===== src/rtl/change_dispenser.sv =====
// ---------------------------------------------------------------------------
// change_dispenser
//
// Return-change engine for the soda machine. The vending controller hands
// over a change amount in cents. This block breaks the amount down greedily
// into quarters, dimes and nickels and pays it out one coin at a time to the
// coin ejector over a valid/ack handshake.
//
// Parameters:
//   WIDTH   - width of the amount / remaining-change datapath (cents)
//   QUARTER - quarter value in cents
//   DIME    - dime value in cents
//   NICKEL  - nickel value in cents, the smallest dispensable unit
//
// Ports:
//   clk        - clock, rising-edge active
//   nrst       - asynchronous active-low reset
//   start      - request to dispense `amount`; only looked at while idle
//   amount     - change to return, in cents
//   coin_ack   - ejector accepted the presented coin this cycle
//   coin_valid - a coin request is being presented
//   coin_sel   - coin type: 11 quarter, 10 dime, 01 nickel, 00 none
//   busy       - a transaction is in progress (dispensing or finishing)
//   done       - one-cycle pulse at the end of a transaction
//   error      - a non-zero residue below a nickel was left over; held
//                until the next accepted start
//   remain     - change not yet dispensed
//   coin_count - coins accepted in the current / last transaction
// ---------------------------------------------------------------------------
module change_dispenser #(
   parameter int WIDTH   = 8,
   parameter int QUARTER = 25,
   parameter int DIME    = 10,
   parameter int NICKEL  = 5
) (
   input  logic             clk,
   input  logic             nrst,
   input  logic             start,
   input  logic [WIDTH-1:0] amount,
   input  logic             coin_ack,
   output logic             coin_valid,
   output logic [1:0]       coin_sel,
   output logic             busy,
   output logic             done,
   output logic             error,
   output logic [WIDTH-1:0] remain,
   output logic [WIDTH-1:0] coin_count
);

   // FSM encoding kept as plain constants so older tooling can read it.
   localparam logic [1:0] ST_IDLE     = 2'd0;
   localparam logic [1:0] ST_DISPENSE = 2'd1;
   localparam logic [1:0] ST_DONE     = 2'd2;

   localparam logic [1:0] SEL_NONE    = 2'b00;
   localparam logic [1:0] SEL_NICKEL  = 2'b01;
   localparam logic [1:0] SEL_DIME    = 2'b10;
   localparam logic [1:0] SEL_QUARTER = 2'b11;

   localparam logic [WIDTH-1:0] QUARTER_VAL = WIDTH'(QUARTER);
   localparam logic [WIDTH-1:0] DIME_VAL    = WIDTH'(DIME);
   localparam logic [WIDTH-1:0] NICKEL_VAL  = WIDTH'(NICKEL);

   logic [1:0]       state_q,      state_d;
   logic [WIDTH-1:0] remain_q,     remain_d;
   logic [WIDTH-1:0] coin_count_q, coin_count_d;
   logic             error_q,      error_d;

   logic             in_dispense;
   logic             coin_avail;
   logic [1:0]       sel;
   logic [WIDTH-1:0] sel_value;
   logic             transfer;

   // Coin selection is purely a function of state and remaining change, so
   // the request stays stable while the ejector stalls. A coin is picked
   // only when remain covers its value, which keeps the later subtraction
   // from ever underflowing.
   always_comb begin
      in_dispense = (state_q == ST_DISPENSE);
      coin_avail  = (remain_q >= NICKEL_VAL);
      sel         = SEL_NONE;
      sel_value   = '0;
      if (in_dispense) begin
         if (remain_q >= QUARTER_VAL) begin
            sel       = SEL_QUARTER;
            sel_value = QUARTER_VAL;
         end else if (remain_q >= DIME_VAL) begin
            sel       = SEL_DIME;
            sel_value = DIME_VAL;
         end else if (coin_avail) begin
            sel       = SEL_NICKEL;
            sel_value = NICKEL_VAL;
         end
      end
      transfer = in_dispense && coin_avail && coin_ack;
   end

   // Next-state and datapath update. Registers hold by default; start is
   // only honoured in idle, so a request during a transaction is dropped
   // and amount is not re-sampled.
   always_comb begin
      state_d      = state_q;
      remain_d     = remain_q;
      coin_count_d = coin_count_q;
      error_d      = error_q;
      case (state_q)
         ST_IDLE: begin
            if (start) begin
               remain_d     = amount;
               coin_count_d = '0;
               error_d      = 1'b0;
               state_d      = ST_DISPENSE;
            end
         end
         ST_DISPENSE: begin
            if (coin_avail) begin
               if (transfer) begin
                  remain_d     = remain_q - sel_value;
                  coin_count_d = coin_count_q + WIDTH'(1);
               end
            end else begin
               // Anything left here is a residue no coin can cover; it is
               // reported and left visible on remain.
               error_d = (remain_q != '0);
               state_d = ST_DONE;
            end
         end
         ST_DONE: begin
            state_d = ST_IDLE;
         end
         default: begin
            state_d = ST_IDLE;
         end
      endcase
   end

   // State registers. Reset abandons any coin request in flight
   // immediately; no done pulse follows.
   always_ff @(posedge clk or negedge nrst) begin
      if (!nrst) begin
         state_q      <= ST_IDLE;
         remain_q     <= '0;
         coin_count_q <= '0;
         error_q      <= 1'b0;
      end else begin
         state_q      <= state_d;
         remain_q     <= remain_d;
         coin_count_q <= coin_count_d;
         error_q      <= error_d;
      end
   end

   assign coin_valid = in_dispense && coin_avail;
   assign coin_sel   = sel;
   assign busy       = (state_q == ST_DISPENSE) || (state_q == ST_DONE);
   assign done       = (state_q == ST_DONE);
   assign error      = error_q;
   assign remain     = remain_q;
   assign coin_count = coin_count_q;

endmodule


===== config.mk =====
export PLATFORM = sky130hd
export DESIGN_NAME = change_dispenser
export DESIGN_NICKNAME = d
export VERILOG_FILES = /design/src/rtl/change_dispenser.sv
export SDC_FILE = /design/constraint.sdc
export NUM_CORES = 1
export LEC_CHECK = 0
export ABC_AREA = 1
export BUFFER_PORTS_ARGS = -buffer_cell sky130_fd_sc_hd__buf_2
export CAP_MARGIN = 20
export CORE_ASPECT_RATIO = 1.75
export CORE_MARGIN = 5
export CORE_UTILIZATION = 45
export CTS_BUF_LIST = sky130_fd_sc_hd__clkbuf_4 sky130_fd_sc_hd__clkbuf_8
export CTS_CLUSTER_SIZE = 14
export DETAILED_ROUTE_END_ITERATION = 10
export MAX_ROUTING_LAYER = met4
export PLACE_DENSITY = 0.77
export SLEW_MARGIN = 20
export SYNTH_ARGS = -nofsm -noshare
export SYNTH_HDL_FRONTEND = slang
export SYNTH_SLANG_ARGS = --single-unit
export TNS_END_PERCENT = 50

===== constraint.sdc =====
create_clock -name clk -period 2.85 [get_ports clk]
set_input_delay 0.57 -clock clk [delete_from_list [all_inputs] [get_ports clk]]
set_output_delay 0.57 -clock clk [all_outputs]
set_load 0.02 [all_outputs]

==> flow_summary.toml <==
[run_status]
outcome = "finished, final reports clean"

[routing]
wl_per_cell_um = 12.4
vias_per_cell = 5.14
ant_nets = 0
dr.pass1.iters = 4
wl_um = 3630
dr.first_iter.drc_count = 50
drc_errors = 0
dr_total_vias = 1507

[grt]
grt_pass1_wl_um = 6290
overflow = 0
grt_max_degree = 20
grt_pass1_vias = 1421
antenna_found_initial = 0
track_usage_pct = 18.3

[timing]
min_period_ps = 2530
rsz0062_at_grt = "false"
finalSetupViolations = 0
max_freq_mhz = 395
skew_ps = 2.42
final_hold_viol_count = 0
slew_headroom_pct = 69.6
tightest_slew_ps = 456
period_share_pct = 88.9
fin_setup_tns_ps = 0
slew_viol_final = 0

[floorplanning]
rows = 27
io_pins = 34
initial_utilization_pct = 47.2
dieArea_um2 = 4630
fp.coreArea_um2 = 3180
die_w_um = 53.6
die_h_um = 86.3

[synth]
synth_area_um2 = 1500
synth_most_common_cell = "nand2_1"
syn_nets = 237
synth-seq-cells = 19
synthCells = 215
synth_ff_type = "dfrtp_1"
ys_warn_count = 0
seq_area_frac_synth_pct = 31.7
ys_async_sr_fraction_pct = 100
avgSynthCellArea_um2 = 6.97
netlist_top_cells_count = "nand2_1, nand3_1, inv_1, dfrtp_1, nor2_1"
synth_edf_count = 0
synth_top_area_share_pct = 31.7
synth_area_leaders = "dfrtp_1, nand2_1, nand3_1, ha_1, inv_1"
yosys.area.top_type = "dfrtp_1"
ys_types = 29

[layout]
fin_nets = 273
multi_input_area_um2 = 871
fin_cells = 293
antenna_cells = 0
fillerInstances = 364
drive_above_1_share_pct = 23.2
layout-area-overhead-vs-synth_pct = 16.8
seqCellArea_um2 = 475

[worst_setup_path]
critPathMaxStageDelay_ps = 480
critPathMaxFanout = 6
cp_common_cell = "nand2_1"
cp_cell_sequence = "nor2_1, nor2_1, o21ai_2, inv_1, nand2_1, nand2_1, ha_1, inv_1, fa_1, nand2_1, nand3_1, nand3_1, nand2_1, nand2_1, nand2_1"
crit_path_start_kind = "flip-flop"
critical_path_class = "flip-flop to flip-flop"
setup.worst_path.end_class = "flip-flop"
cpMaxStageDelayCell = "dfrtp_1"
critPathArrivalTime_ps = 2680
required_ps = 3000

[power]
ir_drop_mv = 0.641
power.density_nw_per_um2 = 1210
leakage_nw = 0.985

[clock_tree]
numCtsBuffers = 3
cts-root-buf = "clkbuf_8"
post_cts_buffers = 0
cts_hold_buf = 0
htreeDepth = 1
insertion_delay_ps = 260
cts.path.max_buffers = 2
cts.repair.resized = 0
cts_sinks = 19
clk_pin_slew_ps = 70
cts_tree = "built"

[worst_hold_path]
hp-class = "primary input to async pin"

[place]
dpl.hpwl_um = 2880
io_buffers = 33
gp_congestion = 0.899
place_inst = 289

[flow_run]
maxCapViolCount = 0
-- layout make-up --
cell class	count	area share, %
Clock buffer	4	2.79
Inverter	30	6.44
Multi-Input combinational cell	161	49.8
Sequential cell	19	27.2
Tap cell	43	3.08
Timing Repair Buffer	36	10.7
-- power breakdown --
| group | total, mW | internal (mW) | leakage (nW) | switching [mW] |
|---|---|---|---|---|
| Clock | 0.201 | 0.109 | 0.0262 | 0.0921 |
| Combinational | 1.45 | 0.497 | 0.712 | 0.955 |
| Sequential | 0.470 | 0.360 | 0.247 | 0.110 |
-- metal layers --
layer  vias up  GRT usage (%)  wire length (um)
li1        754              -                 -
met2        32           32.3              2010
met5         -              -                 0
met1       710           19.6              1360
met3        11           2.07               130
met4         0           8.37               131
-- metrics by stage --
step / worst slack (ps) / hold slack (ps) / power (mW) / utilization (%) / cell area [um2]
final: 318 / 254 / 2.12 / 55.1 / 1750
after global routing: 69.3 / 296 / 2.35 / 55.1 / 1750
after CTS: 343 / 270 / 2.14 / 55.1 / 1750
after detailed placement: 359 / 493 / 1.93 / 53.5 / 1700
after global placement: 364 / 473 / 1.90 / 53.5 / 1700
after floorplan: 264 / 274 / 1.58 / - / 1500
-- worst max-delay path: cells and delay by family (launching register included) --
| kind | cells | cell delay, ps |
|---|---|---|
| simple gates | 10 | 1060 |
| fa+ha+maj | 2 | 550 |
| flops | 1 | 480 |
| buf+inv | 2 | 190 |
| compound gates | 1 | 150 |
-- cell families after synthesis --
logic type / count (synthesis) / synth area share, %
adders and majority gates: 10 / 8.86
and+or+nand+nor: 127 / 37.9
buffers and inverters: 35 / 10.1
xor gates and xnor gates: 4 / 2.34
DFF: 19 / 31.7
AOI/OAI and AO/OA: 20 / 9.02
-- placed cells by master (no fill, tap or decap) --
cell,n
inv_2,1
xnor2_1,2
a21oi_1,4
clkbuf_4,1
nor3b_1,1
nand3_1,31
clkbuf_8,3
nand3_2,2
o21ai_0,7
a31oi_1,1
inv_1,29
nor2_4,1
nand2_4,1
o21ai_1,1
o21ai_4,1
o21ai_2,6
nand2_1,66
fa_1,1
xor2_1,2
buf_4,3
nor3_1,1
nand4_1,2
nor2_2,2
ha_1,9
dfrtp_1,19
or2_2,2
buf_2,33
nor2_1,16
nand2_2,2
-- final timing paths --
path,cells after the start,slack [ps],start,endpoint
max in group asynchronous,1,2280,nrst,remain[4]$_DFFE_PN0P_
max,15,320,remain[1]$_DFFE_PN0P_,remain[4]$_DFFE_PN0P_
min reg2reg,2,500,error$_DFFE_PN0P_,error$_DFFE_PN0P_
min,1,250,nrst,error$_DFFE_PN0P_
max reg2reg,15,320,remain[1]$_DFFE_PN0P_,remain[4]$_DFFE_PN0P_
min in group clk,2,500,error$_DFFE_PN0P_,error$_DFFE_PN0P_
-- sequential cells by signal, indices dropped and copies added, names as in the netlist --
| name | flops |
|---|---|
| coin_count | 8 |
| remain | 8 |
| state_q | 2 |
| error | 1 |
Note: power is estimated with default switching activity, not from simulation.
